`src/rtl/reaction_time_state_if.sv`:
```
// Signal bundle between the reaction-time stage and the top-level game logic.
// Hand-off protocol: the stage raises out_state away from STATE_ID only after the scores have been stable for a cycle.
interface reaction_time_state_if;
  logic       en;
  logic [1:0] KEY;
  logic [3:0] score_a;
  logic [3:0] score_b;
  logic [3:0] score_c;
  logic [3:0] score_d;
  logic       go_led;
  logic [7:0] HEX0;
  logic [7:0] HEX1;
  logic [7:0] HEX2;
  logic [7:0] HEX3;
  logic [3:0] out_state;

  modport master (
    output en, KEY,
    input  score_a, score_b, score_c, score_d, go_led, HEX0, HEX1, HEX2, HEX3, out_state
  );

  modport slave (
    input  en, KEY,
    output score_a, score_b, score_c, score_d, go_led, HEX0, HEX1, HEX2, HEX3, out_state
  );
endinterface

```
`src/rtl/reaction_time_state.sv`:
```
// Reaction-timer measurement stage: random wait, go LED, 4-digit BCD millisecond count,
// false-start detection and hand-off request to the high-score stage.
module reaction_time_state #(
  parameter int TICK_DIV    = 50000,
  parameter int MIN_WAIT_MS = 1000,
  parameter int RAND_BITS   = 11,
  parameter int FS_HOLD_MS  = 2000,
  parameter int STATE_ID    = 3,
  parameter int NEXT_HS     = 4,
  parameter int NEXT_MENU   = 0
) (
  input  logic                  clk,
  input  logic                  rst_n,
  reaction_time_state_if.slave  bus,
  output logic [2:0]            state_dbg
);

  typedef enum logic [2:0] {
    S_IDLE, S_ARM, S_WAIT, S_GO, S_DONE, S_FALSE, S_ABORT
  } state_t;

  localparam int PW = $clog2(TICK_DIV + 1);
  localparam int CW = 16;
  localparam logic [15:0] FULL = 16'h9999;

  state_t          state;
  logic [1:0]      key_s1, key_s2, key_d;
  logic [1:0]      press;
  logic [15:0]     lfsr;
  logic [PW-1:0]   pre;
  logic            tick;
  logic [CW-1:0]   wait_cnt;
  logic [15:0]     score;
  logic            go_led;

  function automatic logic [15:0] bcd_inc(input logic [15:0] v);
    logic [15:0] r;
    logic        carry;
    r     = v;
    carry = 1'b1;
    for (int i = 0; i < 4; i++) begin
      if (carry) begin
        if (r[4*i +: 4] == 4'd9) begin
          r[4*i +: 4] = 4'd0;
        end else begin
          r[4*i +: 4] = r[4*i +: 4] + 4'd1;
          carry       = 1'b0;
        end
      end
    end
    return r;
  endfunction

  // Active-low segments, bit order g..a; non-BCD codes blank the digit.
  function automatic logic [6:0] seg7(input logic [3:0] d);
    case (d)
      4'd0:    return 7'b1000000;
      4'd1:    return 7'b1111001;
      4'd2:    return 7'b0100100;
      4'd3:    return 7'b0110000;
      4'd4:    return 7'b0011001;
      4'd5:    return 7'b0010010;
      4'd6:    return 7'b0000010;
      4'd7:    return 7'b1111000;
      4'd8:    return 7'b0000000;
      4'd9:    return 7'b0010000;
      default: return 7'b1111111;
    endcase
  endfunction

  assign press = key_d & ~key_s2;
  assign tick  = (pre == PW'(TICK_DIV - 1));

  always_ff @(posedge clk or negedge rst_n) begin
    if (!rst_n) begin
      key_s1 <= 2'b11;
      key_s2 <= 2'b11;
      key_d  <= 2'b11;
      lfsr   <= 16'hACE1;
    end else begin
      key_s1 <= bus.KEY;
      key_s2 <= key_s1;
      key_d  <= key_s2;
      lfsr   <= {lfsr[14:0], lfsr[15] ^ lfsr[13] ^ lfsr[12] ^ lfsr[10]};
    end
  end

  // Every state change also clears the prescaler so each timed interval starts phase-aligned.
  always_ff @(posedge clk or negedge rst_n) begin
    if (!rst_n) begin
      state    <= S_IDLE;
      score    <= '0;
      go_led   <= 1'b0;
      pre      <= '0;
      wait_cnt <= '0;
    end else begin
      pre <= tick ? '0 : pre + 1'b1;
      if (!bus.en) begin
        state  <= S_IDLE;
        go_led <= 1'b0;
        if (state != S_IDLE) pre <= '0;
      end else begin
        case (state)
          S_IDLE: begin
            state <= S_ARM;
            pre   <= '0;
          end
          S_ARM: begin
            wait_cnt <= CW'(MIN_WAIT_MS) + CW'(lfsr[RAND_BITS-1:0]);
            score    <= '0;
            state    <= S_WAIT;
            pre      <= '0;
          end
          S_WAIT: begin
            if (press[0]) begin
              state    <= S_FALSE;
              score    <= FULL;
              wait_cnt <= CW'(FS_HOLD_MS);
              pre      <= '0;
            end else if (press[1]) begin
              state <= S_ABORT;
              pre   <= '0;
            end else if (tick) begin
              wait_cnt <= wait_cnt - 1'b1;
              if (wait_cnt <= CW'(1)) begin
                state  <= S_GO;
                go_led <= 1'b1;
                pre    <= '0;
              end
            end
          end
          S_GO: begin
            // Saturation hands off one cycle after 9999 lands, keeping scores stable ahead of out_state.
            if (press[0] || score == FULL) begin
              state  <= S_DONE;
              go_led <= 1'b0;
              pre    <= '0;
            end else if (press[1]) begin
              state  <= S_ABORT;
              go_led <= 1'b0;
              pre    <= '0;
            end else if (tick) begin
              score <= bcd_inc(score);
            end
          end
          S_FALSE: begin
            if (tick) begin
              wait_cnt <= wait_cnt - 1'b1;
              if (wait_cnt <= CW'(1)) begin
                state <= S_ABORT;
                pre   <= '0;
              end
            end
          end
          S_DONE, S_ABORT: ;
          default: state <= S_IDLE;
        endcase
      end
    end
  end

  always_comb begin
    bus.out_state = 4'(STATE_ID);
    if (bus.en) begin
      case (state)
        S_DONE:  bus.out_state = 4'(NEXT_HS);
        S_ABORT: bus.out_state = 4'(NEXT_MENU);
        default: bus.out_state = 4'(STATE_ID);
      endcase
    end
  end

  assign bus.score_a = score[3:0];
  assign bus.score_b = score[7:4];
  assign bus.score_c = score[11:8];
  assign bus.score_d = score[15:12];
  assign bus.go_led  = go_led;
  assign bus.HEX0    = {1'b1, seg7(score[3:0])};
  assign bus.HEX1    = {1'b1, seg7(score[7:4])};
  assign bus.HEX2    = {1'b1, seg7(score[11:8])};
  assign bus.HEX3    = {1'b0, seg7(score[15:12])};
  assign state_dbg   = state;

endmodule
```
`src/flat_wrapper.sv`:
```
// flat-port wrapper written by rule: the top's interface ports become plain ports
module reaction_time_state_flat 
#(
  parameter int TICK_DIV    = 50000,
  parameter int MIN_WAIT_MS = 1000,
  parameter int RAND_BITS   = 11,
  parameter int FS_HOLD_MS  = 2000,
  parameter int STATE_ID    = 3,
  parameter int NEXT_HS     = 4,
  parameter int NEXT_MENU   = 0
)
  (clk, rst_n, state_dbg, bus_en, bus_KEY, bus_score_a, bus_score_b, bus_score_c, bus_score_d, bus_go_led, bus_HEX0, bus_HEX1, bus_HEX2, bus_HEX3, bus_out_state);
  reaction_time_state_if bus_i ();
  input  logic clk;
  input  logic rst_n;
  output logic [2:0] state_dbg;
  input wire logic [$bits(bus_i.en)-1:0] bus_en;
  input wire logic [$bits(bus_i.KEY)-1:0] bus_KEY;
  output wire logic [$bits(bus_i.score_a)-1:0] bus_score_a;
  output wire logic [$bits(bus_i.score_b)-1:0] bus_score_b;
  output wire logic [$bits(bus_i.score_c)-1:0] bus_score_c;
  output wire logic [$bits(bus_i.score_d)-1:0] bus_score_d;
  output wire logic [$bits(bus_i.go_led)-1:0] bus_go_led;
  output wire logic [$bits(bus_i.HEX0)-1:0] bus_HEX0;
  output wire logic [$bits(bus_i.HEX1)-1:0] bus_HEX1;
  output wire logic [$bits(bus_i.HEX2)-1:0] bus_HEX2;
  output wire logic [$bits(bus_i.HEX3)-1:0] bus_HEX3;
  output wire logic [$bits(bus_i.out_state)-1:0] bus_out_state;
  assign bus_i.en = bus_en;
  assign bus_i.KEY = bus_KEY;
  assign bus_score_a = bus_i.score_a;
  assign bus_score_b = bus_i.score_b;
  assign bus_score_c = bus_i.score_c;
  assign bus_score_d = bus_i.score_d;
  assign bus_go_led = bus_i.go_led;
  assign bus_HEX0 = bus_i.HEX0;
  assign bus_HEX1 = bus_i.HEX1;
  assign bus_HEX2 = bus_i.HEX2;
  assign bus_HEX3 = bus_i.HEX3;
  assign bus_out_state = bus_i.out_state;
  reaction_time_state #(.TICK_DIV(TICK_DIV), .MIN_WAIT_MS(MIN_WAIT_MS), .RAND_BITS(RAND_BITS), .FS_HOLD_MS(FS_HOLD_MS), .STATE_ID(STATE_ID), .NEXT_HS(NEXT_HS), .NEXT_MENU(NEXT_MENU)) u_core (.clk(clk), .rst_n(rst_n), .bus(bus_i), .state_dbg(state_dbg));
endmodule
```
`config.mk`:
```
export PLATFORM = sky130hd
export DESIGN_NAME = reaction_time_state_flat
export DESIGN_NICKNAME = d
export VERILOG_FILES = /design/src/rtl/reaction_time_state_if.sv /design/src/rtl/reaction_time_state.sv /design/src/flat_wrapper.sv
export SDC_FILE = /design/constraint.sdc
export NUM_CORES = 1
export LEC_CHECK = 0
export ABC_AREA = 1
export BUFFER_PORTS_ARGS = -buffer_cell sky130_fd_sc_hd__buf_2
export CORE_MARGIN = 2
export CORE_UTILIZATION = 44
export CTS_CLUSTER_DIAMETER = 50
export CTS_CLUSTER_SIZE = 28
export DETAILED_ROUTE_END_ITERATION = 6
export GPL_TIMING_DRIVEN = 0
export PLACE_DENSITY_LB_ADDON = 0.15
export SLEW_MARGIN = 20
export SYNTH_ARGS = -nofsm -noshare
export SYNTH_HDL_FRONTEND = slang
export SYNTH_SLANG_ARGS = --single-unit
export TNS_END_PERCENT = 50
```
`constraint.sdc`:
```
create_clock -name clk -period 4.3 [get_ports clk]
set_clock_uncertainty 0.15 [all_clocks]
set_input_delay 0.645 -clock clk [delete_from_list [all_inputs] [get_ports clk]]
set_output_delay 0.645 -clock clk [all_outputs]
set_load 0.01 [all_outputs]
```
# --- Yosys cells after proc, flatten, opt, wreduce, memory -nomap -nowiden ---
# Memories as Yosys holds them, arrays and structs flattened.
# Index checks and enable logic that the tools add are counted.
classes:
  add_sub_neg: 7
  order_cmp: 1
  n_eq_ne: 31
  muxes: 66
  bitwise: 5
  n_reduce_logical: 14
ops:
  columns: ["operator", "n"]
  rows:
  - ["two-way mux 16 bit", 16]
  - ["one-hot mux 16 bit (3 select lines)", 2]
  - ["one-hot mux 16 bit (4 select lines)", 1]
  - ["equality test 16 bit (second input constant)", 2]
  - ["two-way mux 4 bit", 8]
  - ["two-way mux 1 bit", 27]
  - ["two-way mux 3 bit", 9]
  - ["AND reduction 7 bit", 3]
  - ["one-hot mux 3 bit (6 select lines)", 1]
  - ["AND reduction 6 bit", 3]
  - ["adder 16 x 1 -> 16 bit (second input constant)", 1]
  - ["adder 4 x 1 -> 4 bit (second input constant)", 4]
  - ["equality test 4 bit (second input constant)", 4]
  - ["<= comparator 16 x 1 -> 1 bit (second input constant)", 1]
  - ["subtractor 16 x 1 -> 16 bit (second input constant)", 1]
  - ["adder 10 x 11 -> 12 bit (first input constant)", 1]
  - ["inequality test 3 x 2 -> 1 bit (second input constant)", 4]
  - ["inequality test 2 x 1 -> 1 bit (second input constant)", 5]
  - ["inequality test 5 x 2 -> 1 bit (second input constant)", 2]
  - ["equality test 3 bit (second input constant)", 3]
  - ["inequality test 3 bit (second input constant)", 3]
  - ["nonzero test 3 bit", 3]
  - ["equality test 3 x 2 -> 1 bit (second input constant)", 2]
  - ["inequality test 2 bit (second input constant)", 3]
  - ["other kinds (12)", 15]
totals:
  register_bits: 74
  rom_bits: 448
  inputBits: 5
  output_inout_bits: 56
  elab_cells: 140
  memories: 4
memory_table:
  columns: ["memory", "depth", "word_bits", "rd", "rd_clocked_by_memory_dff", "write_ports", "line", "source"]
  rows:
  - ["(no name shown)", 16, 7, 1, 0, 0, "reaction_time_state.sv:56", "case (d)"]
  - ["(no name shown)", 16, 7, 1, 0, 0, "reaction_time_state.sv:56", null]
  - ["(no name shown)", 16, 7, 1, 0, 0, "reaction_time_state.sv:56", null]
  - ["(no name shown)", 16, 7, 1, 0, 0, "reaction_time_state.sv:56", null]

# --- Logic depth before layout (Yosys ltp) ---
# Gate-level depths: netlist of the first run.
depth:
  ltp_word: 24
  mapped_depth: 12
  ltp_nobuf: 12

# --- Worst setup path before layout of the first run ---
# No wires, ideal clock.
synth_timing:
  path_type: "flip-flop to output port"
  startpoint: "register u_core.score[8]"
  endpoint: "output bus_HEX2[5]"
  arrival_time_ns: 1.288
  t_required_ns: 3.505
  slack_ns: 2.217
  stages_incl_launch_ff: 4
  n_path_buf: 0
  path_cell_list: "dfrtp_1 > inv_1 > ha_1 > o311ai_0"
synth_between:
  elab_chain_len: 1
synth_lines:
  columns: ["element", "line", "source"]
  rows:
  - ["start: declaration", "reaction_time_state.sv:33", "logic [15:0] score;"]
  - ["start signal: assignment", "reaction_time_state.sv:143", "score <= bcd_inc(score);"]
  - ["memory read (16 x 7 bit)", null, null]
  - ["end: declaration", "flat_wrapper.sv:26", "output wire logic [$bits(bus_i.HEX2)-1:0] bus_HEX2;"]
# Every way passes these cells.

# --- Final worst setup path of the first run ---
layout_timing:
  startpoint: "register u_core.score[10]"
  endpoint: "output bus_HEX2[5]"
# Same word-level chain as after synthesis.

==> summary.txt, run 1 <==
Power and ir drop
  – Leakage power: 2.97 nW
  – Tot Pwr: 3.04 mW
  – Worst vdd ir: 0.284 mV
  – P per Cell Area: between 500 and 600 nW/um^2

GRT
  – Total grt overflow: 0
  – Initial antenna violation count: 0
  – Vias in the first global route: 4441
  – Largest net degree at the start of global routing: 47
  – Overall routing resource usage: 0.198
  – First-pass GRT wire length: 20.4 mm

STA
  – Fmax: roughly 380 MHz
  – Final Cycle Share: 0.609
  – Hold Fails Final Rpt: 0
  – Worst-margin pin slew: 0.579 ns
  – Slew margin rel.: 0.610
  – Unrepaired setup endpoints after global routing: false
  – Setup-failing EPs final: 0
  – Final WS setup: about 1.7 ns
  – Final setup TNS: 0 ns
  – Pins Over Slew Limit: 0
  – Crit path time final: between 2 and 3 ns

Floorplanning
  – Die X-Extent: 112 um
  – FP Rows: 39
  – Starting Density: 0.448
  – Die height: 112 um
  – Core area: between 10000 and 15000 um^2
  – Io pins: 61
  – Die area: 12400 um^2

Final layout
  – Fin cells: 905
  – Fill cells: roughly 1100
  – Number of diodes: 0
  – Share of layout cells above drive strength 1: 0.190
  – Area added between synthesis and finish: 15.5%
  – Most frequent cells in the layout: nand2_1 (172), nor2_1 (80), inv_1 (79)
  – Final Core Density: 0.517
  – NumNets Final: just under 800
  – Commonest non-fill, non-tap cell in the layout: nand2_1

Setup path
  – CP startpoint: u_core.score[10]
  – Worst Setup Path Type: flip-flop to primary output
  – Worst Path Max Fanout: 10
  – Req. time, crit path: 3.50 ns
  – Critical R2R Launch: u_core.score[13]
  – Startpoint types: flip-flop
  – Arr. time, crit path: 1.82 ns
  – Critical Path End Type: primary output

Clock network
  – Clock sink total: between 70 and 80
  – Clk buf depth: 2
  – Cts repair resizes: 0
  – Root Buffer Master: clkbuf_16
  – Hold-fix buffers, CTS: 0
  – Clock Latency Late Sink: 0.34 ns
  – Post-CTS setup buffer count: 0
  – CTS tree: done
  – CTS Buf Count: 9
  – CTS H-tree lvls: 3
  – Clock-pin slew on the worst setup and hold paths: 0.06 ns

Drt
  – Drt initial violations: approximately 290
  – Detailed-route DRC error count: 0
  – Final ANT Viol Nets: 0
  – WL/cell: 13.1 um
  – Routed WL: 11.8 mm
  – Router iterations before antenna repair: 5
  – Vias post-DR: 4607
  – Drt via density: 5.09

Synth
  – Synth Cell Area: between 5000 and 6000 um^2
  – Adder-Cell Fraction of Synth Area: 0.0590
  – Simple-Gate Fraction of Synth Area: 0.343
  – Synth Area in Compound Gates: 0.103
  – Post-synthesis sequential area ratio: 0.367
  – Post-synthesis mux area share: 0
  – XOR/XNOR Fraction of Synth Area: 0.0327
  – Post-synthesis register bit count: 74
  – Main combinational cell family by area after synthesis: simple AND/OR/NAND/NOR gates
  – Syn. warnings: 0
  – Synth cell types: 45
  – Gate Count Post-Synth: slightly below 700
  – Synth Area per Inst: 7.40 um^2

Placed design
  – # port buffers: 54
  – Placer Congestion: 0.857
  – Post-place setup slack: 2.04 ns
  – Detail Placement HPWL: about 8.9 mm
  – Placed cell count: 889

Run status
  – Status: complete, no violations

Min path
  – Hold Path Class: primary input to asynchronous set/reset pin

Job
  – Max-Cap Viols: 0
[stage by stage]
| step | hold slack (ns) | instance area, um^2 |
|---|---|---|
| 2_1_floorplan | 0.183 | 5100 |
| 3_3_place_gp | 0.192 | 5550 |
| 3_5_place_dp | 0.199 | 5580 |
| 4_1_cts | 0.0947 | 5880 |
| 5_1_grt | 0.114 | 5880 |
| 6_report | 0.0897 | 5880 |
[path summary, 6_finish.rpt]
kind / slack, ns / to / depth (start not counted)
max in group asynchronous: 3.29 / u_core.key_s1[0] / 2
worst max-delay path: 1.68 / bus_HEX2[5] / 4
worst max register to register: 2.05 / u_core.pre[14] / 12
worst min-delay path: 0.09 / u_core.lfsr[8] / 1
worst min register to register: 0.21 / u_core.key_s2[1] / 0
min in group clk: 0.21 / u_core.key_s2[1] / 0
[critical path, stage by stage, from the launching register on]
cell and delay, ns:
dfrtp_1 0.41, clkbuf_1 0.21, o21ai_0 0.47, o311ai_0 0.22, buf_2 0.18
[where the power goes]
group          switching [mW]  internal (mW)  total (mW)  leakage (nW)
Combinational           0.870          0.475        1.34          1.88
Clock                   0.307          0.450       0.758         0.139
Sequential              0.141          0.801       0.942         0.950
[synth_stat cells (all sizes together)]
cell type	instances	area share
clkbuf	3	0.0022
o22ai	2	0.0025
nand3b	5	0.0074
nand3	49	0.057
ha	24	0.059
and2	1	0.0012
a22oi	3	0.0044
nor3b	1	0.0015
a32oi	1	0.0017
nand2	181	0.14
o211ai	1	0.0015
a21oi	19	0.019
or2	2	0.0025
buf	16	0.026
o31ai	3	0.0044
nand4	23	0.028
xnor2	4	0.0069
inv	87	0.065
o311ai	1	0.0017
conb	2	0.0015
o21ai	60	0.060
and3	1	0.0012
clkinv	1	0.00098
nor3	8	0.0079
nor2	96	0.094
xor2	15	0.026
dfrtp	60	0.30
dfstp	14	0.072
a31oi	3	0.0037
o21bai	2	0.0029
[registers in the layout, summed over array words and instances (netlist names)]
name               flops
u_core.state_dbg       3
u_core.key_s2          2
u_core.score          16
u_core.key_s1          2
u_core.wait_cnt       16
u_core.pre            16
u_core.bus.go_led      1
u_core.lfsr           16
u_core.key_d           2
[final cells by class]
class,count,area [um^2],share of cell area
multi-input combinational,510,2750,0.469
sequential,74,1870,0.318
clock inverter,6,67.6,0.0115
clock buffer,10,229,0.0390
tap,143,179,0.0305
inverter,88,334,0.0569
timing repair buffer,55,300,0.0511
buffer,19,143,0.0243
[cell families after synthesis]
logic type,after synthesis
compound gates,95
xor+xnor,19
fa+ha+maj,24
buf+inv,107
flops,74
other cells,2
simple gates,367
[metal layers]
layer	GRT usage	vias to the layer above	wire, um
li1	-	2345	-
met2	0.337	122	5560
met4	0.0675	0	130
met5	0	-	0
met3	0.0305	14	531
met1	0.258	2126	5600
Power figures use the tool's default switching activity.
==> run 2, diff against run 1 <==
clock period = 2.1 ns   (was 4.3 ns; I/O delays follow)
==> run 2 against run 1 <==
Effect of this change:
- die area unchanged
- clock-buffer cell count unchanged
- routed wire length rose by 2.7%
- final area grew 5.7%
- core utilization up 2.9 points
- non-clock buffer count up 14
- hold slack gained 0.058 ns
- first-iteration DRC count grew 1.7%
- critical path depth is 3 higher
- sequential share of layout area down 1.6 points
- power is 110% higher
- sequential power up 110%
- critical path type unchanged
- critical endpoint is now bus_HEX0[5]
==> summary.txt, run 2 (synthesized netlist as in run 1, its figures left out) <==
Run status
  – Status: complete, no violations (unchanged)

Clock network
  – Clock Latency Late Sink: 0.34 ns (about the same)
  – Root Buffer Master: clkbuf_16 (unchanged)
  – Clock-pin slew on the worst setup and hold paths: 0.06 ns (about the same)
  – CTS tree: done (unchanged)
  – CTS Buf Count: 9 (unchanged)
  – Clock sink total: 74 (unchanged)
  – Clk buf depth: 2 (unchanged)
  – CTS H-tree lvls: 3 (unchanged)

Final layout
  – Number of diodes: 0 (unchanged)
  – Most frequent cells in the layout: nand2_1 (169), nor2_1 (76), inv_1 (70) (was nand2_1 (172), nor2_1 (80), inv_1 (79))
  – Fill cells: 1087 (was 1096)
  – Area added between synthesis and finish: 22.1% (was 15.5%)
  – Share of layout cells above drive strength 1: 0.258 (was 0.190)
  – Register area: 1880 um^2 (was 1870 um^2)
  – Multi-input gate area: 2940 um^2 (was 2750 um^2)
  – Commonest non-fill, non-tap cell in the layout: nand2_1 (unchanged)
  – Final Core Density: 0.546 (was 0.517)
  – NumNets Final: 800 (was 786)

Power and ir drop
  – Tot Pwr: 6.52 mW (was 3.04 mW)
  – Leakage power: 3.06 nW (was 2.97 nW)
  – P per Cell Area: 1050 nW/um^2 (was 518 nW/um^2)
  – Worst vdd ir: 0.536 mV (was 0.284 mV)

Setup path
  – Worst path bufs/invs: 3 (was 2)
  – Critical Path End Type: primary output (unchanged)
  – Slowest CP cell: dfrtp_2 (was o21ai_0)
  – Slowest stage delay, CP: 0.45 ns (was 0.47 ns)
  – Startpoint types: flip-flop (unchanged)
  – Delay-heaviest family, CP: flip-flops (was compound AO/OA/AOI/OAI gates)
  – Arr. time, crit path: 1.60 ns (was 1.82 ns)
  – Worst Setup Path Type: flip-flop to primary output (unchanged)
  – Worst Path Max Fanout: 6 (was 10)
  – Req. time, crit path: 1.63 ns (was 3.50 ns)
  – Worst path cell trace: buf_4 -> ha_1 -> nand2_1 -> inv_1 -> a21oi_1 -> o21ai_0 -> buf_2 (was clkbuf_1 -> o21ai_0 -> o311ai_0 -> buf_2)

STA
  – Final Cycle Share: 0.985
  – Unrepaired setup endpoints after global routing: true (was false)
  – Crit path time final: 2.07 ns
  – Hold Fails Final Rpt: 0 (unchanged)
  – Fmax: between 400 and 500 MHz
  – Setup-failing EPs final: 0 (unchanged)
  – Pins Over Slew Limit: 0 (unchanged)

Floorplanning
  – Starting Density: 0.448 (unchanged)
  – Core area: 11400 um^2 (unchanged)
  – Die area: 12400 um^2 (unchanged)
  – Io pins: 61 (unchanged)
  – Die X-Extent: 112 um (unchanged)
  – Die height: 112 um (unchanged)
  – FP Rows: 39 (unchanged)

Drt
  – Drt via density: 5.10 (was 5.09)
  – WL/cell: 13.2 um (was 13.1 um)
  – Vias post-DR: 4689 (was 4607)
  – Detailed-route DRC error count: 0 (unchanged)
  – Routed WL: 12.1 mm (was 11.8 mm)
  – Router iterations before antenna repair: 5 (unchanged)
  – Final ANT Viol Nets: 0 (unchanged)
  – Drt initial violations: 293 (was 288)

GRT
  – Initial antenna violation count: 0 (unchanged)
  – Met1 usage: 0.258 (about the same)
  – Overall routing resource usage: 0.198 (about the same)
  – GR Util met2: 0.337 (unchanged)
  – Routing usage on met3: 0.0305 (unchanged)
  – Total grt overflow: 0 (unchanged)
  – Vias in the first global route: 4448 (was 4441)
  – GRT busiest layer: met2 (unchanged)
  – First-pass GRT wire length: 20.5 mm (was 20.4 mm)
  – Largest net degree at the start of global routing: 47 (unchanged)

Placed design
  – # port buffers: 54 (unchanged)
  – Detail Placement HPWL: 8.87 mm (unchanged)
  – Placer Congestion: 0.857 (unchanged)

Min path
  – Hold Path Class: primary input to flip-flop (was primary input to asynchronous set/reset pin)

Job
  – Max-Cap Viols: 0 (unchanged)
==> run 2: cell types whose count changed in the layout (fill, tap and decap cells not counted), sizes merged <==
cell         change
clkinvlp         +1
dlygate4sd3      +3
inv              -1
clkbuf           +1
buf             +10
==> run 2: metrics by stage <==
stage	setup WS [ns]	setup TNS (ns)	hold WS (ns)	std cells	cell area (um^2)
2_1_floorplan	0.191	0	-0.131	691	5100
3_3_place_gp	-0.0688	-0.926	0.192	888	5550
3_5_place_dp	-0.0959	-1.71	0.125	889	5580
4_1_cts	-0.0824	-1.38	0.141	908	5920
5_1_grt	-0.0817	-0.225	0.172	919	6210
6_report	0.0312	0	0.148	919	6210
==> run 2: routing by layer <==
metal  vias to the layer above  part of all wire
li1                       2381                 -
met5                         -                 0
met3                        17             0.051
met1                      2160              0.46
met4                         0             0.014
met2                       131              0.47
==> run 2: power breakdown <==
group / switching, mW / internal (mW) / leakage (nW) / total (mW)
Combinational: 1.89 / 1.12 / 1.99 / 3.01
Sequential: 0.320 / 1.65 / 0.937 / 1.97
Clock: 0.622 / 0.922 / 0.139 / 1.54
Total: 2.83 / 3.69 / 3.06 / 6.52
==> run 2: what timing repair did <==
| action | 4_1_cts | 5_1_grt |
|---|---|---|
| pin swaps | 0 | 5 |
| gates resized for setup | 11 | 60 |
| hold endpoints to repair | 22 | 0 |
| buffers inserted | 0 | 10 |
| cloned | 0 | 1 |
| endpoints found under the setup margin | 45 | 75 |
| hold buffers | 3 | 0 |
==> run 2: path summary, 6_finish.rpt <==
kind                                startpoint                  to  slack [ns]  cells past startpoint
max in group asynchronous                rst_n    u_core.key_s2[0]        0.88                      3
min in group asynchronous                rst_n  u_core.wait_cnt[7]        0.30                      2
max                            u_core.score[1]         bus_HEX0[5]        0.03                      7
min                                     bus_en      u_core.pre[13]        0.15                      3
min reg2reg                   u_core.key_s1[0]    u_core.key_s2[0]        0.21                      0
max reg2reg                u_core.state_dbg[2]       u_core.pre[3]        0.08                     12
==> run 2: final cells by class <==
| cell class | count | share of cell area |
|---|---|---|
| Buffer | 19 | 0.0244 |
| Clock buffer | 10 | 0.0369 |
| Clock inverter | 6 | 0.0109 |
| Inverter | 88 | 0.0544 |
| Multi-Input combinational cell | 510 | 0.473 |
| Sequential cell | 74 | 0.303 |
| Tap cell | 143 | 0.0288 |
| Timing Repair Buffer | 69 | 0.0693 |
==> run 2: worst reg2reg max path: stages (launching register included) <==
cell and delay [ns]:
dfrtp_1 0.46, inv_2 0.11, nand2_4 0.10, nor2_8 0.25
inv_4 0.11, nor2_4 0.11, nand2_1 0.08, nand2_2 0.07
nand2_2 0.07, nand2_4 0.11, nand2_8 0.08, clkbuf_16 0.18
nor2_4 0.07
